<file path="src/rtl/rflc_pipe_ctrl_pkg.sv">
// Shared mode constants and the stalled-capacity helper for the micropipeline controller.
package rflc_pkg;

    localparam bit RFLC_4PHASE = 1'b1;
    localparam bit RFLC_2PHASE = 1'b0;

    // Tokens held with the consumer stalled: return-to-zero needs a bubble between tokens.
    function automatic int stalled_capacity(input int depth, input bit phase4);
        return phase4 ? (depth + 1) / 2 : depth;
    endfunction

endpackage

</file>
<file path="src/rtl/rflc_pipe_ctrl_if.sv">
// Producer/consumer handshake bundle; master drives requests/data/ack, slave is the pipe.
interface rflc_pipe_ctrl_if #(
    parameter int WIDTH = 8
);
    logic             Rin;
    logic [WIDTH-1:0] din;
    logic             Aout;
    logic             Rout;
    logic [WIDTH-1:0] dout;
    logic             Ain;

    modport master (
        output Rin, din, Ain,
        input  Aout, Rout, dout
    );

    modport slave (
        input  Rin, din, Ain,
        output Aout, Rout, dout
    );
endinterface

</file>
<file path="src/rtl/rflc_pipe_ctrl_stage.sv">
// One synchronous C-element stage with its bundled-data register; one edge per decision.
// Holds state whenever request and inverted ack disagree, which is the only backpressure.
module rflc_stage #(
    parameter int WIDTH  = 8,
    parameter bit PHASE4 = 1'b1
) (
    input  logic             clk,
    input  logic             rst,
    input  logic             req_i,
    input  logic             ack_i,
    input  logic [WIDTH-1:0] d_i,
    output logic             lt_o,
    output logic [WIDTH-1:0] d_o
);

    logic             lt_q;
    logic             lt_d;
    logic             cap;
    logic [WIDTH-1:0] data_q;
    logic [WIDTH-1:0] data_d;

    always_comb begin
        lt_d = lt_q;
        if (req_i == ~ack_i) begin
            lt_d = req_i;
        end
        // Return-to-zero only carries data on the rising phase; transition mode on every change.
        cap    = PHASE4 ? (~lt_q & lt_d) : (lt_q ^ lt_d);
        data_d = cap ? d_i : data_q;
    end

    always_ff @(posedge clk) begin
        if (rst) begin
            lt_q   <= 1'b0;
            data_q <= '0;
        end else begin
            lt_q   <= lt_d;
            data_q <= data_d;
        end
    end

    assign lt_o = lt_q;
    assign d_o  = data_q;

endmodule

</file>
<file path="src/rtl/rflc_pipe_ctrl.sv">
// DEPTH-stage clocked micropipeline of C-element stages; Aout one edge after Rin, Rout DEPTH edges.
// Consumer stall backs tokens up stage by stage until the producer's Aout stops following Rin.
module rflc_pipe_ctrl
    import rflc_pkg::*;
#(
    parameter int WIDTH  = 8,
    parameter int DEPTH  = 4,
    parameter bit PHASE4 = RFLC_4PHASE
) (
    input  logic                 clk,
    input  logic                 rst,
    rflc_pipe_ctrl_if.slave      bus,
    output logic [DEPTH-1:0]     lt
);

    logic [DEPTH-1:0] req_w;
    logic [DEPTH-1:0] ack_w;
    logic [DEPTH-1:0] lt_w;
    logic [WIDTH-1:0] din_w  [DEPTH];
    logic [WIDTH-1:0] data_w [DEPTH];

    for (genvar i = 0; i < DEPTH; i++) begin : g_stage
        if (i == 0) begin : g_head
            assign req_w[i] = bus.Rin;
            assign din_w[i] = bus.din;
        end else begin : g_mid
            assign req_w[i] = lt_w[i-1];
            assign din_w[i] = data_w[i-1];
        end

        if (i == DEPTH - 1) begin : g_tail
            assign ack_w[i] = bus.Ain;
        end else begin : g_body
            assign ack_w[i] = lt_w[i+1];
        end

        rflc_stage #(
            .WIDTH  (WIDTH),
            .PHASE4 (PHASE4)
        ) u_stage (
            .clk   (clk),
            .rst   (rst),
            .req_i (req_w[i]),
            .ack_i (ack_w[i]),
            .d_i   (din_w[i]),
            .lt_o  (lt_w[i]),
            .d_o   (data_w[i])
        );
    end

    assign bus.Aout = lt_w[0];
    assign bus.Rout = lt_w[DEPTH-1];
    assign bus.dout = data_w[DEPTH-1];
    assign lt       = lt_w;

endmodule

</file>
<file path="src/flat_wrapper.sv">
// flat-port wrapper written by rule: the top's interface ports become plain ports
module rflc_pipe_ctrl_flat import rflc_pkg::*;
#(
    parameter int WIDTH  = 8,
    parameter int DEPTH  = 4,
    parameter bit PHASE4 = RFLC_4PHASE
)
  (clk, rst, lt, bus_Rin, bus_din, bus_Ain, bus_Aout, bus_Rout, bus_dout);
  rflc_pipe_ctrl_if #(.WIDTH(WIDTH)) bus_i ();
  input  logic clk;
  input  logic rst;
  output logic [DEPTH-1:0] lt;
  input wire logic [$bits(bus_i.Rin)-1:0] bus_Rin;
  input wire logic [$bits(bus_i.din)-1:0] bus_din;
  input wire logic [$bits(bus_i.Ain)-1:0] bus_Ain;
  output wire logic [$bits(bus_i.Aout)-1:0] bus_Aout;
  output wire logic [$bits(bus_i.Rout)-1:0] bus_Rout;
  output wire logic [$bits(bus_i.dout)-1:0] bus_dout;
  assign bus_i.Rin = bus_Rin;
  assign bus_i.din = bus_din;
  assign bus_i.Ain = bus_Ain;
  assign bus_Aout = bus_i.Aout;
  assign bus_Rout = bus_i.Rout;
  assign bus_dout = bus_i.dout;
  rflc_pipe_ctrl #(.WIDTH(WIDTH), .DEPTH(DEPTH), .PHASE4(PHASE4)) u_core (.clk(clk), .rst(rst), .bus(bus_i), .lt(lt));
endmodule
</file>
<file path="config.mk">
export PLATFORM = sky130hd
export DESIGN_NAME = rflc_pipe_ctrl_flat
export DESIGN_NICKNAME = d
export VERILOG_FILES = /design/src/rtl/rflc_pipe_ctrl_pkg.sv /design/src/rtl/rflc_pipe_ctrl_if.sv /design/src/rtl/rflc_pipe_ctrl_stage.sv /design/src/rtl/rflc_pipe_ctrl.sv /design/src/flat_wrapper.sv
export SDC_FILE = /design/constraint.sdc
export NUM_CORES = 1
export LEC_CHECK = 0
export CAP_MARGIN = 20
export CORE_MARGIN = 2
export CORE_UTILIZATION = 32
export DETAILED_ROUTE_END_ITERATION = 8
export SLEW_MARGIN = 10
export SYNTH_ARGS = -nofsm -noshare
export SYNTH_HDL_FRONTEND = slang
export SYNTH_HIERARCHICAL = 1
export SYNTH_SLANG_ARGS = --single-unit
export TNS_END_PERCENT = 1
</file>
<file path="constraint.sdc">
create_clock -name clk -period 1.3 [get_ports clk]
set_clock_uncertainty 0.15 [all_clocks]
set_input_delay 0.13 -clock clk [delete_from_list [all_inputs] [get_ports clk]]
set_output_delay 0.13 -clock clk [all_outputs]
set_load 0.01 [all_outputs]
</file>
## Word level (Yosys, flattened, before mapping)

Index checks and enable logic that the tools add are counted.

| storage, ports and cells | value |
|---|---|
| flip-flop bits (word level) | 36 |
| bits in read-only memories | 0 |
| logic and storage cells | 25 |
| input port bits | 12 |
| RAM bits | 0 |
| latch bits | 0 |
| output and inout port bits | 14 |
| memories | 0 |

| cells by class | value |
|---|---|
| add/sub/neg operators | 0 |
| bitwise gates (word level) | 9 |
| shift operators | 0 |
| $lt $le $gt $ge | 0 |
| multipliers | 0 |
| divide/modulo/power cells | 0 |
| eq/ne operators | 4 |
| reductions and logical operators | 0 |
| multiplexer cells | 4 |

Operators by type and width:

| operator | count |
|---|---|
| NOT 1 bit | 5 |
| bitwise AND 1 bit | 4 |
| equality test 1 bit | 4 |
| 2-to-1 mux 1 bit | 4 |

## Depth between registers and ports, before layout

Gate-level depths: netlist of the first run.

| logic depth | value |
|---|---|
| depth in word-level cells | 4 |
| mapped depth | 4 |
| mapped depth without buffers | 3 |

## Cells and area by module

The synthesis of the first run kept the hierarchy.

Modules (own cells, without submodules):

| module | instances | cells each | sequential area each (um^2) | area an instance (um^2) |
|---|---|---|---|---|
| rflc_stage | 4 | 41 | 180.2 | 334.1 |
| rflc_pipe_ctrl | 1 | 2 | 0.0 | 15.0 |

## Least setup slack after synthesis of the first run

OpenSTA, ideal clock, no wires.

| path | value |
|---|---|
| path type | reg2reg |
| start point | register u_core.g_stage[1].u_stage.lt_q |
| end point | register u_core.g_stage[2].u_stage.data_q[0] |
| path slack | -0.101 ns |
| setup time | 0.130 ns |
| period minus slack after synthesis | 1.401 ns |
| data required time | 1.020 ns |
| stages on the path, launching flop included | 5 |
| data arrival time | 1.121 ns |
| buffers on the path | 1 |
| cells stage by stage | dfxtp_1 > or3b_1 > buf_6 > nand2_1 > a21oi_1 |

| on the way | value |
|---|---|
| longest elaborated chain between the ends | 3 |

RTL lines:

| item | line | RTL |
|---|---|---|
| start: declaration | rflc_pipe_ctrl_stage.sv:16 | `logic lt_q;` |
| start signal: assignment | rflc_pipe_ctrl_stage.sv:37 | `lt_q <= lt_d;` |
| equality test 1 bit | rflc_pipe_ctrl_stage.sv:24 | `if (req_i == ~ack_i) begin` |
| 2-to-1 mux 1 bit * | rflc_pipe_ctrl_stage.sv:24 |  |
| bitwise AND 1 bit * | rflc_pipe_ctrl_stage.sv:28 | `cap = PHASE4 ? (~lt_q & lt_d) : (lt_q ^ lt_d);` |
| end signal: assignment | rflc_pipe_ctrl_stage.sv:38 | `data_q <= data_d;` |
| end: declaration | rflc_pipe_ctrl_stage.sv:19 | `logic [WIDTH-1:0] data_q;` |

Every way passes the cells marked *; elsewhere a longest branch is shown, timed or not.
A chain may end at the register's enable or synchronous reset.

## Worst setup path in the final report of the first run

| path | value |
|---|---|
| start point | register u_core.g_stage[2].u_stage.lt_q |
| end point | output lt[2] |

RTL lines:

| item | line | RTL |
|---|---|---|
| start: declaration | rflc_pipe_ctrl_stage.sv:16 |  |
| start signal: assignment | rflc_pipe_ctrl_stage.sv:37 |  |
| end: declaration | flat_wrapper.sv:12 | `output logic [DEPTH-1:0] lt;` |

No word-level cell between the ends.

==> impl_metrics.json, run 1 <==
{
  "pre_cts_ws_ns": -0.241,
  "max_freq_mhz": 782,
  "synth_edf_count": 0,
  "drt_iter0_drc": 54,
  "ys_ff_latch": 36,
  "worst_setup_path_start_kind": "flop",
  "dieArea_mm2": 0.00476,
  "drc": 0,
  "grt_use_total": 0.126,
  "tightestPinTransition_ns": 0.172,
  "clock_path_buffers": 2,
  "maxCapViolations": 0,
  "ir_worst_vdd_v": 0.000623,
  "grt_pass1_wl_um": 4400,
  "async_flop_share": 0,
  "relSlewSlack": 0.885,
  "row_count": 23,
  "critPathMaxFanout": 10,
  "synthMostInstantiatedCell": "nand2_1",
  "syn_nets": 178,
  "grt_start_max_net_pins": 37,
  "power.density_mw_per_mm2": 1230,
  "cts_setup_buffers": 0,
  "antenna_left": 0,
  "ys_warn_count": 6,
  "first_global_vias": 1039,
  "core_area_mm2": 0.00403,
  "slowest_delay_ns": 0.37,
  "antenna_found_initial": 0,
  "root_buffer": "clkbuf_8",
  "initial_core_util": 0.335,
  "n_antenna_cell": 0,
  "cp-end-kind": "output pin",
  "ctsHoldBuffers": 0,
  "leakage_nw": 0.702,
  "setup_slack_ns": 0.0212,
  "crit_type": "reg -> out",
  "syn_area_per_cell_um2": 8.14,
  "synth_cells": 166,
  "min-delay-path-class": "in -> reg",
  "ys.flop_type": "dfxtp_1",
  "synthTopCellsByCount": "68 x nand2_1, 36 x a21oi_1, 36 x dfxtp_1",
  "overflow": 0,
  "place_hpwl_um": 1690,
  "critical-path-slowest-cell": "dfxtp_4",
  "first_pass_iters": 4,
  "cp_cell_sequence": "buf_4, clkdlybuf4s15_2",
  "final_hold_viol_count": 0,
  "via_per_inst": 4.36,
  "clock-sinks": 36,
  "final.min_clock_period_ns": 1.28,
  "synth_area_leaders": "dfxtp_1 53%, nand2_1 19%, a21oi_1 13%",
  "fin_crit_sh": 0.984,
  "setup_viol": 0,
  "ys_seq_area_frac": 0.533,
  "wl_per_cell_um": 9.80,
  "critical_path.n_buffers_inverters": 2,
  "syn-cell-area_mm2": 0.00135,
  "path_delay_family": "flip-flops",
  "clock_latency_ns": 0.28,
  "status": "complete, no violations",
  "drive_gt1_frac": 0.192,
  "whs_ns": 0.246,
  "rsz0062_at_grt": "yes",
  "place.gp.congestion": 0.626,
  "clkTransAtPathRegs_ns": 0.06,
  "worstPathArrival_ns": 1.00,
  "cts_tree": "done",
  "synth_top_cell_area_share": 0.533,
  "yosysUniqueCellTypes": 10,
  "wirelength_um": 2480,
  "die_h_um": 69.0,
  "num_vias": 1103,
  "finalMaxSlewViolations": 0,
  "synth.largest_area_cell": "dfxtp_1",
  "nNetsFinal": 214,
  "cp.required_ns": 1.02,
  "num_io_pins": 26,
  "dieWidth_um": 69.0,
  "port_buffers": 25,
  "area_delta_synth_final_pct": 35.2,
  "htree_num_levels": 2,
  "numCtsBuffers": 5
}
metal layers:
layer,vias up,global-route usage,routed length [um]
li1,606,-,-
met1,470,0.149,1200
met2,23,0.201,1110
met3,4,0.0487,143
met4,0,0.0588,33
met5,-,0,0
worst paths after layout:
| kind | from | end | slack, ns | depth (start not counted) |
|---|---|---|---|---|
| setup / recovery | u_core/g_stage[2].u_stage/lt_o | lt[2] | 0.02 | 2 |
| hold / removal | bus_din[0] | u_core/g_stage[0].u_stage/d_o[0] | 0.25 | 3 |
| setup reg to reg | u_core/g_stage[1].u_stage/lt_o | u_core/g_stage[2].u_stage/d_o[2] | 0.02 | 3 |
| hold reg to reg | u_core/g_stage[3].u_stage/d_o[2] | u_core/g_stage[3].u_stage/d_o[2] | 0.30 | 2 |
final cells by class:
| class | instances | area, um2 |
|---|---|---|
| fill | 425 | 2200 |
| inverter | 4 | 15.0 |
| sequential | 36 | 736 |
| timing repair buffer | 39 | 353 |
| multi-input combinational | 116 | 571 |
| clock buffer | 8 | 90.1 |
| tap | 50 | 62.6 |
layout by cell type, fill, tap and decap left out, drive strengths merged:
cell           count
inv                4
a21oi             36
dfxtp             36
clkbuf             8
clkdlybuf4s50     11
dlygate4sd2       13
or3b               4
nor3b              4
clkdlybuf4s15      1
buf               14
nand2             68
o21ai              4
stage by stage:
| step | setup TNS, ns | cell area (um2) | std cells | utilization | power [W] |
|---|---|---|---|---|---|
| 2_1_floorplan | -0.499 | 1350 | 166 | - | 0.00135 |
| 3_3_place_gp | -4.67 | 1710 | 245 | 0.424 | 0.00147 |
| 3_5_place_dp | -4.96 | 1710 | 245 | 0.424 | 0.00148 |
| 4_1_cts | 0 | 1800 | 253 | 0.447 | 0.00228 |
| 5_1_grt | -0.310 | 1830 | 253 | 0.453 | 0.00236 |
| 6_report | 0 | 1830 | 253 | 0.453 | 0.00224 |
report_power, final:
part	internal, W	switching (W)	total [W]	leakage (nW)
clock	0.000431	0.000349	0.000780	0.0455
combinational	0.000149	0.000131	0.000280	0.362
sequential	0.00114	0.0000389	0.00118	0.295
total	0.00172	0.000518	0.00224	0.702
cells by family (layout without fill, tap and decap cells):
group	count (synthesis)	count (layout)	share of synthesized area
AO/OA/AOI/OAI	40	40	0.148
buffers and inverters	14	51	0.0667
AND/OR/NAND/NOR	76	76	0.252
flip-flops	36	36	0.533
sequential cells by signal, indices dropped and copies added (netlist names):
signal	count
u_core/g_stage.u_stage/d_o	32
u_core/g_stage.u_stage/lt_o	4
worst register-to-register path: cells and delay by family (launching register included):
| kind | cells | cell delay, ns |
|---|---|---|
| simple gates | 2 | 0.56 |
| flops | 1 | 0.41 |
| compound gates | 1 | 0.06 |
repair_timing:
action	4_1_cts	5_1_grt
setup endpoints to repair	46	19
resized for setup	24	8
pin swaps	0	1
No activity file was read; power rests on OpenSTA's default activity.
==> inputs of run 2 (changes only) <==
- RECOVER_POWER: default -> 25
==> results of run 2 <==
The final DEF is identical to that of run 1; final timing and power are the same.
==> inputs of run 3 (changes only) <==
- TNS_END_PERCENT: 1 -> 10
==> run 3 against run 2 <==
Sequential power is essentially flat; design area shrank 1.8%; clock power shrank 7.2%; core utilization shrank 0.84 points; critical endpoint is now u_core/g_stage[2].u_stage/d_o[4]; non-clock buffer count is the same; combinational power is essentially flat; critical path depth grew 1; global-route usage shrank 0.34 points; sequential share of layout area grew 0.62 points.
==> impl_metrics.json, run 3 (synthesis results as in run 1) <==
{
  "area_delta_synth_final_pct": 32.7,
  "first_global_vias": 1040,
  "place.gp.congestion": 0.605,
  "drt_iter0_drc": 47,
  "grt_start_max_net_pins": 37,
  "drive_gt1_frac": 0.158,
  "port_buffers": 25,
  "largest_register_ffs": 32,
  "cp_cell_sequence": "or3b_4, nand2_1, a21oi_1",
  "antenna_left": 0,
  "drc": 0,
  "fin_tns_setup_ns": 0,
  "maxCapViolations": 0,
  "n_antenna_cell": 0,
  "clock-sinks": 36,
  "clock_path_buffers": 2,
  "leakage_nw": 0.711,
  "grt_use_total": 0.123,
  "relSlewSlack": 0.901,
  "via_per_inst": 4.40,
  "fin_crit_sh": 0.963,
  "cp.required_ns": 1.32,
  "grt_pass1_wl_um": 4320,
  "num_vias": 1110,
  "finalMaxSlewViolations": 0,
  "slowest_delay_ns": 0.44,
  "clkTransAtPathRegs_ns": 0.07,
  "numCtsBuffers": 5,
  "wirelength_um": 2490,
  "whs_ns": 0.248,
  "fill_cells": 416,
  "cts_tree": "done",
  "max_freq_mhz": 799,
  "ctsHoldBuffers": 0,
  "overflow": 0,
  "initial_core_util": 0.335,
  "final_hold_viol_count": 0,
  "row_count": 23,
  "dieWidth_um": 69.0,
  "place_hpwl_um": 1670,
  "final_cell_mix": "68 x nand2_1, 36 x a21oi_1, 32 x dfxtp_1",
  "power_w": 0.00218,
  "min-delay-path-class": "in -> reg",
  "power.density_mw_per_mm2": 1210,
  "cp-end-kind": "flop",
  "root_buffer": "clkbuf_8",
  "final_common_cell": "nand2_1",
  "nNetsFinal": 214,
  "critical-path-slowest-cell": "or3b_4",
  "clock_latency_ns": 0.28,
  "htree_num_levels": 2,
  "rsz0062_at_grt": "yes",
  "setup_viol": 0,
  "crit_type": "reg -> reg",
  "worst_setup_path_start_kind": "flop",
  "core_area_mm2": 0.00403,
  "ir_worst_vdd_v": 0.000599,
  "final.min_clock_period_ns": 1.25,
  "critPathMaxFanout": 9,
  "dieArea_mm2": 0.00476,
  "worstPathArrival_ns": 1.27,
  "num_io_pins": 26,
  "tightestPinTransition_ns": 0.147,
  "antenna_found_initial": 0,
  "wl_per_cell_um": 9.87,
  "first_pass_iters": 4,
  "die_h_um": 69.0,
  "status": "complete, no violations"
}
==> run 3: per-stage QoR <==
step | instance area, um2 | instances | util | worst slack (ns)
floorplan | 1360 | 166 | - | -0.0560
global placement | 1710 | 245 | 0.425 | -0.224
detailed placement | 1710 | 245 | 0.425 | -0.238
CTS | 1780 | 252 | 0.441 | -0.198
global route | 1790 | 252 | 0.445 | -0.0208
finish | 1790 | 252 | 0.445 | 0.0477
==> run 3: worst paths after layout <==
path,from,endpoint,slack [ns],cells after the start
setup / recovery,u_core/g_stage[1].u_stage/lt_o,u_core/g_stage[2].u_stage/d_o[4],0.05,3
hold / removal,bus_din[5],u_core/g_stage[0].u_stage/d_o[5],0.25,3
setup reg to reg,u_core/g_stage[1].u_stage/lt_o,u_core/g_stage[2].u_stage/d_o[4],0.05,3
hold reg to reg,u_core/g_stage[1].u_stage/d_o[7],u_core/g_stage[2].u_stage/d_o[7],0.30,2
==> run 3: what timing repair did <==
item	4_1_cts	5_1_grt
endpoints found under the setup margin	46	35
resized for setup	16	6
setup buffers	0	0
==> run 3: critical path: cells and delay by family (launching register included) <==
| family | cells | cell delay [ns] |
|---|---|---|
| DFF | 1 | 0.39 |
| AOI/OAI and AO/OA | 1 | 0.07 |
| and+or+nand+nor | 2 | 0.54 |
==> run 3: layer usage <==
layer	up-vias	track usage	part of all wire
li1	607	-	-
met4	0	0.0662	0.015
met2	25	0.200	0.44
met3	5	0.0390	0.056
met1	473	0.143	0.49
met5	-	0	0
==> run 3: report_power, final <==
part,switching [W],internal (W)
logic,0.000130,0.000148
clock network,0.000361,0.000364
registers,0.0000349,0.00114
==> run 3: layout make-up <==
type                       count  area [um2]  share of cell area
multi-input combinational    116         551               0.307
inverter                       4        15.0             0.00837
timing repair buffer          39         354               0.197
clock inverter                 1        5.00             0.00279
sequential                    36         733               0.409
tap                           50        62.6              0.0349
clock buffer                   6        72.6              0.0405
